**src/rtl/definitions.sv**
```systemverilog
// Global fetch-path constants: reset PC and the canonical NOP (addi x0,x0,0).
`ifndef FETCH_BUF_DEFINITIONS_SV
`define FETCH_BUF_DEFINITIONS_SV

`ifndef RESET_PC
`define RESET_PC 32'h0000_1000
`endif

`ifndef NOP_INSTR
`define NOP_INSTR 32'h0000_0013
`endif

`endif

```
**src/rtl/fetch_buffer_pkg.sv**
```systemverilog
// Shared fetch-path types: the {pc, instr} entry reused by the ID stage.
// The guarded fallbacks keep the package self-contained whatever the file order.
`ifndef RESET_PC
`define RESET_PC 32'h0000_1000
`endif

`ifndef NOP_INSTR
`define NOP_INSTR 32'h0000_0013
`endif

package fetch_buffer_pkg;

  localparam int unsigned XLEN = 32;

  localparam logic [XLEN-1:0] RESET_PC_VAL  = `RESET_PC;
  localparam logic [XLEN-1:0] NOP_INSTR_VAL = `NOP_INSTR;

  typedef struct packed {
    logic [XLEN-1:0] pc;
    logic [XLEN-1:0] instr;
  } fetch_entry_t;

  // What ID sees whenever no real instruction is presented.
  localparam fetch_entry_t NOP_ENTRY = '{pc: RESET_PC_VAL, instr: NOP_INSTR_VAL};

endpackage

```
**src/rtl/fetch_buffer.sv**
```systemverilog
// IF->ID instruction fetch buffer: small FIFO of {pc, instr} with valid/ready
// towards ID, full status towards IF, and a flush that drops everything.
// Optional feature: FETCH_BUF_BYPASS_EN lets an incoming word reach ID in the
// same cycle when the buffer is empty.
module fetch_buffer
  import fetch_buffer_pkg::*;
#(
  parameter int unsigned DEPTH = 2
) (
  input  logic                     clk,
  input  logic                     rst_n,
  input  logic                     flush_i,
  input  logic                     fetch_valid_i,
  input  logic [31:0]              fetch_pc_i,
  input  logic [31:0]              fetch_instr_i,
  output logic                     fetch_ready_o,
  output logic                     id_valid_o,
  output logic [31:0]              id_pc_o,
  output logic [31:0]              id_instr_o,
  input  logic                     id_ready_i,
  output logic [$clog2(DEPTH):0]   count_o
);

  localparam int unsigned PTR_W = $clog2(DEPTH);
  localparam int unsigned CNT_W = PTR_W + 1;

  fetch_entry_t     mem_q [DEPTH];
  fetch_entry_t     mem_d [DEPTH];
  logic [PTR_W-1:0] rd_ptr_q, rd_ptr_d;
  logic [PTR_W-1:0] wr_ptr_q, wr_ptr_d;
  logic [CNT_W-1:0] count_q, count_d;

  fetch_entry_t in_c;
  fetch_entry_t head_c;
  fetch_entry_t out_c;
  logic         empty_c;
  logic         byp_c;
  logic         byp_take_c;
  logic         push_c;
  logic         pop_c;
  logic         wr_en_c;
  logic         rd_en_c;

  // Incoming word and current head entry.
  always_comb begin
    in_c    = '{pc: fetch_pc_i, instr: fetch_instr_i};
    head_c  = mem_q[rd_ptr_q];
    empty_c = (count_q == '0);
  end

  // Same-cycle bypass qualifier; a flush always kills it.
  always_comb begin
    byp_c = 1'b0;
`ifdef FETCH_BUF_BYPASS_EN
    byp_c = empty_c && fetch_valid_i && !flush_i;
`endif
  end

  // ID/IF facing outputs; ready depends only on occupancy, never on id_ready_i.
  always_comb begin
    fetch_ready_o = (count_q < CNT_W'(DEPTH));
    id_valid_o    = !empty_c || byp_c;
    out_c         = NOP_ENTRY;
    if (byp_c) begin
      out_c = in_c;
    end else if (!empty_c) begin
      out_c = head_c;
    end
    id_pc_o    = out_c.pc;
    id_instr_o = out_c.instr;
    count_o    = count_q;
  end

  // Handshakes; a bypassed word consumed by ID never touches storage.
  always_comb begin
    push_c     = fetch_valid_i && fetch_ready_o && !flush_i;
    pop_c      = id_valid_o && id_ready_i && !flush_i;
    byp_take_c = byp_c && id_ready_i;
    wr_en_c    = push_c && !byp_take_c;
    rd_en_c    = pop_c && !byp_take_c;
  end

  // Next-state for storage, pointers and occupancy.
  always_comb begin
    mem_d    = mem_q;
    wr_ptr_d = wr_ptr_q;
    rd_ptr_d = rd_ptr_q;
    count_d  = count_q;
    if (flush_i) begin
      wr_ptr_d = '0;
      rd_ptr_d = '0;
      count_d  = '0;
    end else begin
      if (wr_en_c) begin
        mem_d[wr_ptr_q] = in_c;
        wr_ptr_d        = wr_ptr_q + PTR_W'(1);
      end
      if (rd_en_c) begin
        rd_ptr_d = rd_ptr_q + PTR_W'(1);
      end
      count_d = count_q + CNT_W'(wr_en_c) - CNT_W'(rd_en_c);
    end
  end

  // State registers.
  always_ff @(posedge clk or negedge rst_n) begin
    if (!rst_n) begin
      mem_q    <= '{default: NOP_ENTRY};
      wr_ptr_q <= '0;
      rd_ptr_q <= '0;
      count_q  <= '0;
    end else begin
      mem_q    <= mem_d;
      wr_ptr_q <= wr_ptr_d;
      rd_ptr_q <= rd_ptr_d;
      count_q  <= count_d;
    end
  end

endmodule

```
**config.mk**
```make
export PLATFORM = sky130hd
export DESIGN_NAME = fetch_buffer
export DESIGN_NICKNAME = d
export VERILOG_FILES = /design/src/rtl/definitions.sv /design/src/rtl/fetch_buffer_pkg.sv /design/src/rtl/fetch_buffer.sv
export SDC_FILE = /design/constraint.sdc
export NUM_CORES = 1
export LEC_CHECK = 0
export CAP_MARGIN = 20
export CORE_MARGIN = 2
export CORE_UTILIZATION = 54
export CTS_CLUSTER_DIAMETER = 150
export DETAILED_ROUTE_END_ITERATION = 10
export GPL_TIMING_DRIVEN = 0
export PLACE_DENSITY = 0.85
export SYNTH_ARGS = -nofsm -noshare
export SYNTH_HDL_FRONTEND = slang
export SYNTH_SLANG_ARGS = --single-unit
```
**constraint.sdc**
```tcl
create_clock -name clk -period 3.1 [get_ports clk]
set_clock_uncertainty 0.15 [all_clocks]
set_input_delay 0.62 -clock clk [delete_from_list [all_inputs] [get_ports clk]]
set_output_delay 0.62 -clock clk [all_outputs]
set_load 0.01 [all_outputs]
```
==> results of run 1 <==
## final timing paths
kind,end,slack [ns],cells past startpoint
worst min-delay path,mem_q[52],0.34,1
min in group asynchronous,mem_q[50],0.37,2
worst max register to register,count_o[1],0.93,8
worst max-delay path,id_instr_o[27],0.14,5
worst min register to register,mem_q[52],0.34,1
max in group asynchronous,mem_q[65],1.64,3
## cell type report
cell class,instances,area [sq um]
timing repair buffer,138,1400
buffer,26,220.2
clock inverter,12,153.9
multi-input combinational,273,2475
inverter,4,15.01
clock buffer,20,455.4
fill,720,2633
tap,140,175.2
sequential,132,3313
## registers in the layout, summed over array words and instances, names as in the netlist
signal / count
wr_ptr_q: 1
mem_q: 128
rd_ptr_q: 1
count_o: 2
## per-layer routing
layer  up-vias  track usage, %  share of wire [%]
met5         -               0                  0
met4         0           8.951                1.3
met3        17           5.868                5.8
met2       115           38.01                 51
met1      2000           28.62                 42
li1       1825               -                  -
## layout by cell type, fill, tap and decap left out, types with 4 or more instances in the layout
master	Yosys	final
buf_4	0	5
buf_6	12	13
clkbuf_16	0	16
clkbuf_2	0	7
clkbuf_8	0	4
clkdlybuf4s50_1	0	135
dfrtp_1	124	124
dfstp_2	8	8
inv_1	4	4
mux2_1	10	10
mux2_2	118	118
mux2i_1	64	64
nand2_1	4	4
nor2_1	65	64
## cells by family (layout without fill, tap and decap cells)
logic type | count (synthesis) | count (layout) | share of synthesized area (%)
muxes | 192 | 192 | 34.75
DFF | 132 | 132 | 55.30
and+or+nand+nor | 74 | 74 | 5.347
buffers and inverters | 30 | 200 | 3.509
xor gates and xnor gates | 4 | 4 | 0.5849
adders and majority gates | 2 | 2 | 0.4176
AOI/OAI and AO/OA | 1 | 1 | 0.08346
## worst reg2reg max path, stage by stage (launching register included)
cell,delay [ns]
dfrtp_1,0.45
or3b_1,0.39
buf_2,0.19
ha_1,0.30
inv_1,0.04
ha_1,0.18
xnor2_1,0.17
xnor2_1,0.14
nor2_1,0.06
## synth_stat cells, drive strengths merged
cell type | instances | area share (%)
buf | 18 | 2.8
clkbuf | 8 | 0.50
dfrtp | 124 | 52
dfstp | 8 | 3.5
ha | 2 | 0.42
inv | 4 | 0.25
mux2 | 128 | 24
mux2i | 64 | 11
nand2 | 4 | 0.25
nor2 | 67 | 4.7
nor2b | 2 | 0.21
o21ai | 1 | 0.083
or3b | 1 | 0.15
xnor2 | 3 | 0.44
xor2 | 1 | 0.15
## per-stage QoR
stage	TNS (ns)	utilization, %	worst slack [ns]
floorplan	0	-	0.8789
global placement	-458.26	69.44	-3.574
detailed placement	0	69.70	0.1795
CTS	0	75.65	0.001977
global route	0	75.72	0.006506
finish	0	75.72	0.1416
## where the power goes
part / total (mW) / leakage [nW] / switching [mW] / internal (mW)
logic: 2.35 / 1.51 / 0.965 / 1.38
registers: 2.87 / 1.56 / 0.383 / 2.48
clock network: 2.01 / 0.293 / 0.727 / 1.29
total: 7.23 / 3.36 / 2.08 / 5.16
## repair_timing
item / CTS / global route
hold buffers: 1 / 0
resized for setup: 14 / 3
buffers inserted: 0 / 0
setup endpoints to repair: 65 / 61
gates cloned: 0 / 0
hold endpoints to repair: 24 / 0
==> results.cfg, run 1 <==
[status]
outcome = finished clean

[yosys]
synth_area_sq_um = 5991
yosys.cell_types.count = 18
ys_warn_count = 0
synth.net_count = 506
synth.avg_cell_area_sq_um = 13.77
yosysSeqAreaShare_pct = 55.30
syn_inst = 435
ys_seq_elements = 132

[cts]
cts-root-buf = clkbuf_8
insertion_delay_ns = 0.51
cts_sinks = 132
path_clk_slew_ns = 0.06
cts_tree = built
h-tree-depth = 4
numCtsBuffers = 17
clockBufferDepth = 2

[pwr]
power_density_nw_per_um2 = 881.0
ir_drop_uv = 451.0
leakagePower_nw = 3.360
power.total_mw = 7.231

[route]
route.detailed.drc = 0
initialDrtViolationCount = 154
routedWlPerCell_um = 17.32
vias = 3957
drt_wl_total_um = 12900
firstDrtPassIters = 5
via_per_inst = 5.311
antenna_left = 0

[placed_design]
place_congestion = 0.7220
place.port_buffers = 136
post-place-cells = 712
hpwl_um = 8899
place_area_sq_um = 7556

[die]
rows = 38
io_pins = 137
die_w_um = 109.3
fp.dieH_um = 109.3
core_sq_um = 10840
initial_core_util_pct = 55.26
die_area_sq_um = 11950

[final_layout]
n_antenna_cell = 0
finalNonFillerCells = 745
design_area_sq_um = 8208
layout.nets = 663
drive_gt1_share_pct = 31.24
syn2layout_area_growth_pct = 37.01

[sta]
fmax_mhz = 338.0
rsz0062_at_grt = no
finalHoldViolations = 0
relSlewSlack_pct = 64.73
drv_slew = 0
whs_ns = 0.3429
finalSetupViolCount = 0
tightest_slew_ns = 0.5291
min_period_ns = 2.958
finalCritPeriodShare_pct = 95.43

[setup_path]
crit_required_ns = 2.33
cp_num_buf_inv = 3
cp_top_family = buffers and inverters
crit_arrival_ns = 2.19
crit_start = rd_ptr_q
worst_path_largest_cell_delay_ns = 0.56
path_class = flop to output pin
startpoint_type = flop
rr_startpoint = count_o[1]
end_kind = output pin
crit_slowest_cell = clkdlybuf4s50_1
cp_cell_sequence = clkbuf_4 -> buf_4 -> mux2i_1 -> nor2_1 -> clkdlybuf4s50_1
path_max_fanout = 10

[global_route]
antenna_found_initial = 0
grtUsageTotal_pct = 22.83
grt_pass1_vias = 4212
grt-ovfl-total = 0
grt_pass1_wl_um = 20780
grt_max_degree = 109

[worst_hold_path]
hold_start = mem_q[52]
hold_path_class = flop to flop

[job]
max_cap_violations = 0
No activity file was read; power rests on OpenSTA's default activity.
==> run 2: changes to the inputs <==
--- a/constraint.sdc
+++ b/constraint.sdc
@@ -4,2 +4,2 @@
 set_output_delay 0.62 -clock clk [all_outputs]
-set_load 0.01 [all_outputs]
+set_load 0.005 [all_outputs]
==> results of run 2 <==
The final DEF is identical to that of run 1. Status: finished clean.
Among the figures that moved: setup slack after placement 0.1795 ns -> 0.2115 ns; number of gates resized after CTS 14 -> 13; setup slack after layout 0.1416 ns -> 0.1771 ns; total power 7.231 mW -> 7.130 mW; worst IR drop on VDD 451.0 uV -> 437.4 uV
==> run 3: changes to the inputs <==
- CORE_ASPECT_RATIO: not set -> 1.25
==> run 3 against run 2 <==
Compared with the run above: non-clock buffer count stayed put; worst hold slack worse by 0.011 ns; via count is 0.48% lower; clock-buffer cell count is 1 lower; sequential power hardly changed; utilization is 1.4 points lower; critical path depth stayed put; clock power is 4% lower; total power is 1.2% lower; die area hardly changed; final cell count is 0.67% lower; highest routed layer unchanged.
==> results.cfg, run 3 (synthesized netlist as in run 1, its figures left out) <==
[sta]
fmax_mhz = 337.1
rsz0062_at_grt = no
finalSetupTns_ns = 0
drv_slew = 0
finalHoldViolations = 0
min_period_ns = 2.966
finalSetupViolCount = 0
finalCritPeriodShare_pct = 95.69
tightest_slew_ns = 0.4408
relSlewSlack_pct = 70.61

[pwr]
leakagePower_nw = 3.342
ir_drop_uv = 495.9
power_density_nw_per_um2 = 862.9

[cts]
cts_tree = built
numCtsBuffers = 17
insertion_delay_ns = 0.40
path_clk_slew_ns = 0.06
h-tree-depth = 4
cts_setup_buffers = 0
clockBufferDepth = 2
cts-root-buf = clkbuf_16
cts_sinks = 132

[route]
initialDrtViolationCount = 111
routedWlPerCell_um = 18.02
firstDrtPassIters = 4
via_per_inst = 5.322
antenna_left = 0
drt_wl_total_um = 13330
route.detailed.drc = 0
vias = 3938

[global_route]
grt_pass1_wl_um = 21710
antenna_found_initial = 0
grt_pass1_vias = 4296
grt_max_degree = 89
grtUsageTotal_pct = 23.35
grt-ovfl-total = 0

[placed_design]
hpwl_um = 9144
place.port_buffers = 136
place_congestion = 0.7199
place_area_sq_um = 7550

[die]
core_sq_um = 10980
rows = 43
initial_core_util_pct = 54.58
die_area_sq_um = 11960
fp.dieH_um = 121.8
die_w_um = 98.21
io_pins = 137

[final_layout]
layout_common_cells = 135 x clkdlybuf4s50_1, 124 x dfrtp_1, 118 x mux2_2
n_antenna_cell = 0
design_area_sq_um = 8162
largest_reg_flops = 128
largest_register = mem_q
syn2layout_area_growth_pct = 36.24
layout_commonest_cell = clkdlybuf4s50_1
drive_gt1_share_pct = 31.07
num-fill-cells = 746
seqCellArea_sq_um = 3313
multiInputGateArea_sq_um = 2470
layout.nets = 663

[setup_path]
crit_start = rd_ptr_q
rr_startpoint = count_o[1]
r2r_slack_ns = 0.85
crit_end = id_pc_o[4]
crit_arrival_ns = 2.20
crit_required_ns = 2.33
path_max_fanout = 10
startpoint_type = flop
r2r_end = count_o[1]
ff2ff_path_depth = 8
end_kind = output pin
path_class = flop to output pin

[worst_hold_path]
hold_path_class = flop to flop
min_path_cells = 1

[status]
outcome = finished clean

[job]
max_cap_violations = 0
==> run 3: cell types whose count changed in the layout (fill, tap and decap cells not counted), moves of 2 or more <==
cell / previous run / this run
buf_4: 5 / 0
clkbuf_4: 1 / 5
clkbuf_8: 4 / 1
clkinv_2: 3 / 5
==> run 3: repair_timing <==
action	4_1_cts	5_1_grt
gates cloned	0	0
endpoints found under the hold margin	42	0
hold buffers	1	0
setup endpoints to repair	64	62
resized for setup	2	20
==> run 3: cell type report <==
class | count | share of cell area [%]
Tap cell | 135 | 2.070
Multi-Input combinational cell | 273 | 30.26
Timing Repair Buffer | 138 | 17.15
Buffer | 26 | 2.667
Clock buffer | 19 | 5.427
Sequential cell | 132 | 40.59
Inverter | 4 | 0.1840
Clock inverter | 13 | 1.640
==> run 3: power by group <==
group | switching [mW] | leakage [nW] | internal, mW
registers | 0.380 | 1.56 | 2.49
logic | 0.871 | 1.50 | 1.37
clock network | 0.731 | 0.279 | 1.20
total | 1.98 | 3.34 | 5.06
==> run 3: layer usage <==
metal	share of wire, %	up-vias	track usage [%]	wire (um)
met2	55	87	42.08	7303
met4	1.5	0	7.021	199
met1	40	2011	27.49	5329
met5	0	-	0	0
li1	-	1827	-	-
met3	3.8	13	6.139	502
==> run 3: per-stage QoR <==
stage | instances | setup WS (ns) | utilization (%) | hold slack, ns | power, mW
after global placement | 706 | -3.631 | 68.52 | 0.3168 | 4.982
after CTS | 740 | 0.004318 | 74.17 | 0.3376 | 7.100
after floorplan | 435 | 0.8789 | - | 0.1744 | 4.126
after global routing | 740 | 0.01742 | 74.36 | 0.3521 | 7.441
final | 740 | 0.1337 | 74.36 | 0.3320 | 7.042
after detailed placement | 707 | 0.1656 | 68.79 | 0.3253 | 5.119
==> run 3: how the worst min path moves through the flow <==
stage | end | start
finish | mem_q[127] | mem_q[127]
global route | mem_q[50] | mem_q[50]
CTS | mem_q[127] | mem_q[127]
detailed placement | mem_q[127] | mem_q[127]
global placement | mem_q[51] | mem_q[51]
floorplan | count_o[0] | rst_n
==> run 3: worst max-delay path: stages, from the launching register on <==
cell and delay, ns:
dfrtp_1 0.36, buf_2 0.30, clkbuf_4 0.33, mux2i_1 0.11, nor2_1 0.14, clkdlybuf4s50_1 0.55
